--- config.mk ---
export PLATFORM = sky130hd
export DESIGN_NAME = vga_timing_gen
export DESIGN_NICKNAME = d
export VERILOG_FILES = /design/src/rtl/vga_timing_pkg.sv /design/src/rtl/rise_edge_detect.sv /design/src/rtl/vga_timing_gen.sv
export SDC_FILE = /design/constraint.sdc
export NUM_CORES = 1
export LEC_CHECK = 0
export CORE_UTILIZATION = 46
export DETAILED_ROUTE_END_ITERATION = 16
export PLACE_DENSITY_LB_ADDON = 0.05
export SLEW_MARGIN = 20
export SYNTH_ARGS = -nofsm -noshare
export SYNTH_HDL_FRONTEND = slang
export SYNTH_SLANG_ARGS = --single-unit
--- constraint.sdc ---
create_clock -name clk -period 2.81 [get_ports clk]
set_clock_uncertainty 0.1 [all_clocks]
set_input_delay 0.281 -clock clk [delete_from_list [all_inputs] [get_ports clk]]
set_output_delay 0.281 -clock clk [all_outputs]
set_load 0.01 [all_outputs]
--- src/rtl/vga_timing_pkg.sv ---
// Shared VGA timing constants and pixel-position types for the 640x480@60 Hz display path.
package vga_timing_pkg;

    localparam int   DEF_H_VISIBLE   = 640;
    localparam int   DEF_H_FRONT     = 16;
    localparam int   DEF_H_SYNC      = 96;
    localparam int   DEF_H_BACK      = 48;
    localparam int   DEF_V_VISIBLE   = 480;
    localparam int   DEF_V_FRONT     = 10;
    localparam int   DEF_V_SYNC      = 2;
    localparam int   DEF_V_BACK      = 33;
    localparam logic DEF_SYNC_ACTIVE = 1'b0;

    localparam int H_TOTAL = DEF_H_VISIBLE + DEF_H_FRONT + DEF_H_SYNC + DEF_H_BACK;
    localparam int V_TOTAL = DEF_V_VISIBLE + DEF_V_FRONT + DEF_V_SYNC + DEF_V_BACK;
    localparam int COUNT_W = 10;

    typedef logic [COUNT_W-1:0] count_t;

    typedef struct packed {
        count_t x;
        count_t y;
    } pixel_pos_t;

    function automatic logic in_range(input count_t val, input count_t lo, input count_t hi);
        return (val >= lo) && (val <= hi);
    endfunction

endpackage

--- src/rtl/rise_edge_detect.sv ---
// Turns a level generated in the clk domain into a one-cycle pulse on each rising edge.
module rise_edge_detect (
    input  logic clk,
    input  logic rst,
    input  logic in,
    output logic pulse
);

    logic in_q;

    // Resetting high means a level that is already 1 at release is not taken as an edge.
    always_ff @(posedge clk) begin
        if (rst) begin
            in_q <= 1'b1;
        end else begin
            in_q <= in;
        end
    end

    assign pulse = in & ~in_q;

endmodule

--- src/rtl/vga_timing_gen.sv ---
// VGA horizontal/vertical timing generator advanced by rising edges of the divided pixel clock level.
module vga_timing_gen
    import vga_timing_pkg::*;
#(
    parameter int   H_VISIBLE   = DEF_H_VISIBLE,
    parameter int   H_FRONT     = DEF_H_FRONT,
    parameter int   H_SYNC      = DEF_H_SYNC,
    parameter int   H_BACK      = DEF_H_BACK,
    parameter int   V_VISIBLE   = DEF_V_VISIBLE,
    parameter int   V_FRONT     = DEF_V_FRONT,
    parameter int   V_SYNC      = DEF_V_SYNC,
    parameter int   V_BACK      = DEF_V_BACK,
    parameter logic SYNC_ACTIVE = DEF_SYNC_ACTIVE
) (
    input  logic               clk,
    input  logic               rst,
    input  logic               tick_src,
    output logic               hsync,
    output logic               vsync,
    output logic               video_on,
    output logic [COUNT_W-1:0] pixel_x,
    output logic [COUNT_W-1:0] pixel_y,
    output logic               pixel_tick,
    output logic               frame_start
);

    localparam int LINE_TOTAL  = H_VISIBLE + H_FRONT + H_SYNC + H_BACK;
    localparam int FRAME_LINES = V_VISIBLE + V_FRONT + V_SYNC + V_BACK;

    if (LINE_TOTAL > (1 << COUNT_W) || FRAME_LINES > (1 << COUNT_W)) begin : g_total_check
        $error("vga_timing_gen: line or frame total does not fit the pixel counters");
    end

    localparam count_t H_LAST    = count_t'(LINE_TOTAL - 1);
    localparam count_t V_LAST    = count_t'(FRAME_LINES - 1);
    localparam count_t H_VIS     = count_t'(H_VISIBLE);
    localparam count_t V_VIS     = count_t'(V_VISIBLE);
    localparam count_t H_SYNC_LO = count_t'(H_VISIBLE + H_FRONT);
    localparam count_t H_SYNC_HI = count_t'(H_VISIBLE + H_FRONT + H_SYNC - 1);
    localparam count_t V_SYNC_LO = count_t'(V_VISIBLE + V_FRONT);
    localparam count_t V_SYNC_HI = count_t'(V_VISIBLE + V_FRONT + V_SYNC - 1);

    logic       edge_w;
    pixel_pos_t pos_q;
    pixel_pos_t pos_d;
    logic       pixel_tick_q;
    logic       frame_start_q;

    rise_edge_detect u_tick_edge (
        .clk   (clk),
        .rst   (rst),
        .in    (tick_src),
        .pulse (edge_w)
    );

    always_comb begin
        pos_d = pos_q;
        if (edge_w) begin
            if (pos_q.x == H_LAST) begin
                pos_d.x = '0;
                pos_d.y = (pos_q.y == V_LAST) ? '0 : pos_q.y + 1'b1;
            end else begin
                pos_d.x = pos_q.x + 1'b1;
            end
        end
    end

    // Pulses are registered so they line up with the first cycle showing the new position.
    always_ff @(posedge clk) begin
        if (rst) begin
            pos_q         <= '0;
            pixel_tick_q  <= 1'b0;
            frame_start_q <= 1'b0;
        end else begin
            pos_q         <= pos_d;
            pixel_tick_q  <= edge_w;
            frame_start_q <= edge_w && (pos_d.x == '0) && (pos_d.y == '0);
        end
    end

    assign pixel_x     = pos_q.x;
    assign pixel_y     = pos_q.y;
    assign pixel_tick  = pixel_tick_q;
    assign frame_start = frame_start_q;

    assign hsync    = (!rst && in_range(pos_q.x, H_SYNC_LO, H_SYNC_HI)) ? SYNC_ACTIVE : ~SYNC_ACTIVE;
    assign vsync    = (!rst && in_range(pos_q.y, V_SYNC_LO, V_SYNC_HI)) ? SYNC_ACTIVE : ~SYNC_ACTIVE;
    assign video_on = (pos_q.x < H_VIS) && (pos_q.y < V_VIS) && !rst;

endmodule

==> qor.csv <==
metric,value,unit
achievable-frequency,374.3,MHz
synth_flop_cell,dfxtp_1,
post_cts_buffers,0,
synth_edf_count,0,
diodes,0,
finalCritPeriodShare,95.08,%
clock_sinks,23,
cts_tree,yes,
finalSetupViolCount,0,
nNetsFinal,222,
synth-seq-cells,23,
antenna_found_initial,0,
synth_nets,189,
htreeDepth,1,
syn2layout_area_growth,25.62,%
r2r_slack,140,ps
synth.distinct_cells,41,
initial_core_util,49.82,%
pwr-share-clk,30.5,%
grt_max_degree,25,
sw_frac_of_total,23.37,%
wl_per_cell,14.43,µm
critPathMaxFanout,6,
final_cell_mix,"27 x clkdlybuf4s50_1, 25 x nor2_1, 22 x dfxtp_1",
vias,1431,
grt_usage,22.99,%
die-width,57.59,µm
pin_count,28,
clkTransAtPathRegs,130,ps
slew_violations,0,
layout_commonest_cell,clkdlybuf4s50_1,
drt_drc_violations_left,2,
combPwrFrac,5.4,%
layout-drive-gt1-share,11.27,%
hold_class,reg -> reg,
ant_nets,0,
end_kind,flop,
p_total,0.5156,mW
worstSetupPathType,reg -> reg,
drtIter0Drc,100,
leakage,0.6319,nW
p_switching,0.1205,mW
yosysWarnings,0,
start_kind,flop,
post-synth-top-area-cell,dfxtp_1,
violations,design-rule violations,
synth_top_area_share,32.39,%
cp.arrival,2800,ps
reg2reg_depth,6,
design_area,1785,µm²
synthArstFlopShare,0,%
numCtsBuffers,3,
drtPass1Iterations,10,
synthTopCellsByArea,"dfxtp_1 32%, nor2_1 6.6%, ha_1 4.4%",
viasPerCell,5.865,
slew_headroom,74.04,%
cts-resized-gates,0,
io_buffers,27,
grt_first_pass_wirelength,5954,µm
cap_violations,0,
grt_pass1_vias,1314,
root_buffer,clkbuf_4,
tightest_slew,388.9,ps
wl,3520,µm
core.rowCount,19,
synth_cells,181,
synth.avg_cell_area,7.853,µm²
p_int,0.3951,mW
seq_area_frac_synth,32.39,%
cp.required,2940,ps
reg2reg_from,pixel_x[6]$_SDFF_PP0_,
rsz0062_at_grt,no,
hold-worst-slack,446.9,ps
whs_endpoint,pixel_x[0]$_SDFF_PP0_,
hold_violations,0,
syn-cell-area,1421,µm²
sequentialPowerShare,64.1,%
cts_hold_buf,0,
power.density,288.8,nW/µm²
core,2853,µm²
hold_path_startpoint,pixel_x[0]$_SDFF_PP0_,
tns,0,ps
period_needed,2672,ps
peakVddDrop,216.0,µV
place.gp.congestion,0.8434,
dpl.hpwl,2641,µm
insertion_delay,320,ps
outcome,"finished, violations left",
r2r_end,frame_start$_SDFF_PP0_,
cts.path.max_buffers,2,
hold_depth,2,
dieArea,3316,µm²
die_h,57.59,µm
globalRoute.totalOverflow,0,
placed_area,1757,µm²
worst max path at each step:
stage                                      from                      to  slack, ps  cells after the start
after floorplan           pixel_x[4]$_SDFF_PP0_  frame_start$_SDFF_PP0_         40                      8
after global placement                 tick_src  frame_start$_SDFF_PP0_        160                      7
after detailed placement               tick_src  frame_start$_SDFF_PP0_        120                      7
after CTS                 pixel_x[5]$_SDFF_PP0_  frame_start$_SDFF_PP0_        110                      6
after global routing      pixel_x[6]$_SDFF_PP0_  frame_start$_SDFF_PP0_         10                      6
final                     pixel_x[6]$_SDFF_PP0_  frame_start$_SDFF_PP0_        140                      6
cell families (layout without fill, tap and decap cells):
logic type	Yosys count	after routing	synth area share (%)
compound gates	33	33	15.93
xor+xnor	11	11	6.778
fa+ha+maj	5	5	4.401
buf+inv	16	48	5.546
flops	23	23	32.39
mux	1	1	0.7043
simple gates	92	92	34.24
registers in the layout, summed over array words and instances, names as in the netlist:
name              flops
pixel_tick            1
frame_start           1
u_tick_edge.in_q      1
pixel_y              10
pixel_x              10
final cells by class:
class	instances	area, µm²
clock buffer	3	22.52
clock inverter	1	5.005
fill	274	1067
inverter	6	22.52
multi-input combinational	142	882.1
sequential	23	461.7
tap	31	38.79
timing repair buffer	38	352.8
per-layer routing:
layer  global-route usage [%]  wire length (µm)  vias up
met5                        0                 0        -
met4                    7.317                29        0
met3                    3.401               152        4
met2                    39.20              1670       40
met1                    29.78              1667      670
li1                         -                 -      717
cell usage after synthesis, drive strengths merged, types with 6 or more instances:
cell / count
a21oi: 8
clkbuf: 7
dfxtp: 23
inv: 6
nand2: 8
nand3: 11
nand4: 7
nor2: 25
nor3: 10
nor4: 6
o21ai: 8
xor2: 6
power groups by stage:
stage / logic, mW / registers (mW) / clock network (mW)
2_1_floorplan: 0.0135 / 0.338 / 0
3_3_place_gp: 0.0277 / 0.337 / 0
3_5_place_dp: 0.0279 / 0.338 / 0
4_1_cts: 0.0280 / 0.330 / 0.165
5_1_grt: 0.0303 / 0.331 / 0.185
6_report: 0.0280 / 0.330 / 0.157
through the flow:
| stage | utilization (%) | instances | worst slack [ps] |
|---|---|---|---|
| global route | 62.59 | 244 | 12.85 |
| CTS | 62.54 | 244 | 112.4 |
| detailed placement | 61.58 | 240 | 122.7 |
| global placement | 61.58 | 240 | 164.9 |
| floorplan | - | 181 | 37.73 |
| finish | 62.59 | 244 | 138.3 |
critical path, stage by stage, from the launching register on:
cell and delay [ps]:
dfxtp_1 340, or4b_4 560, or4_4 540, o31a_1 330, nor4_1 290, nand4_1 140
a2111oi_2 280
(Power assumes the default switching activity.)
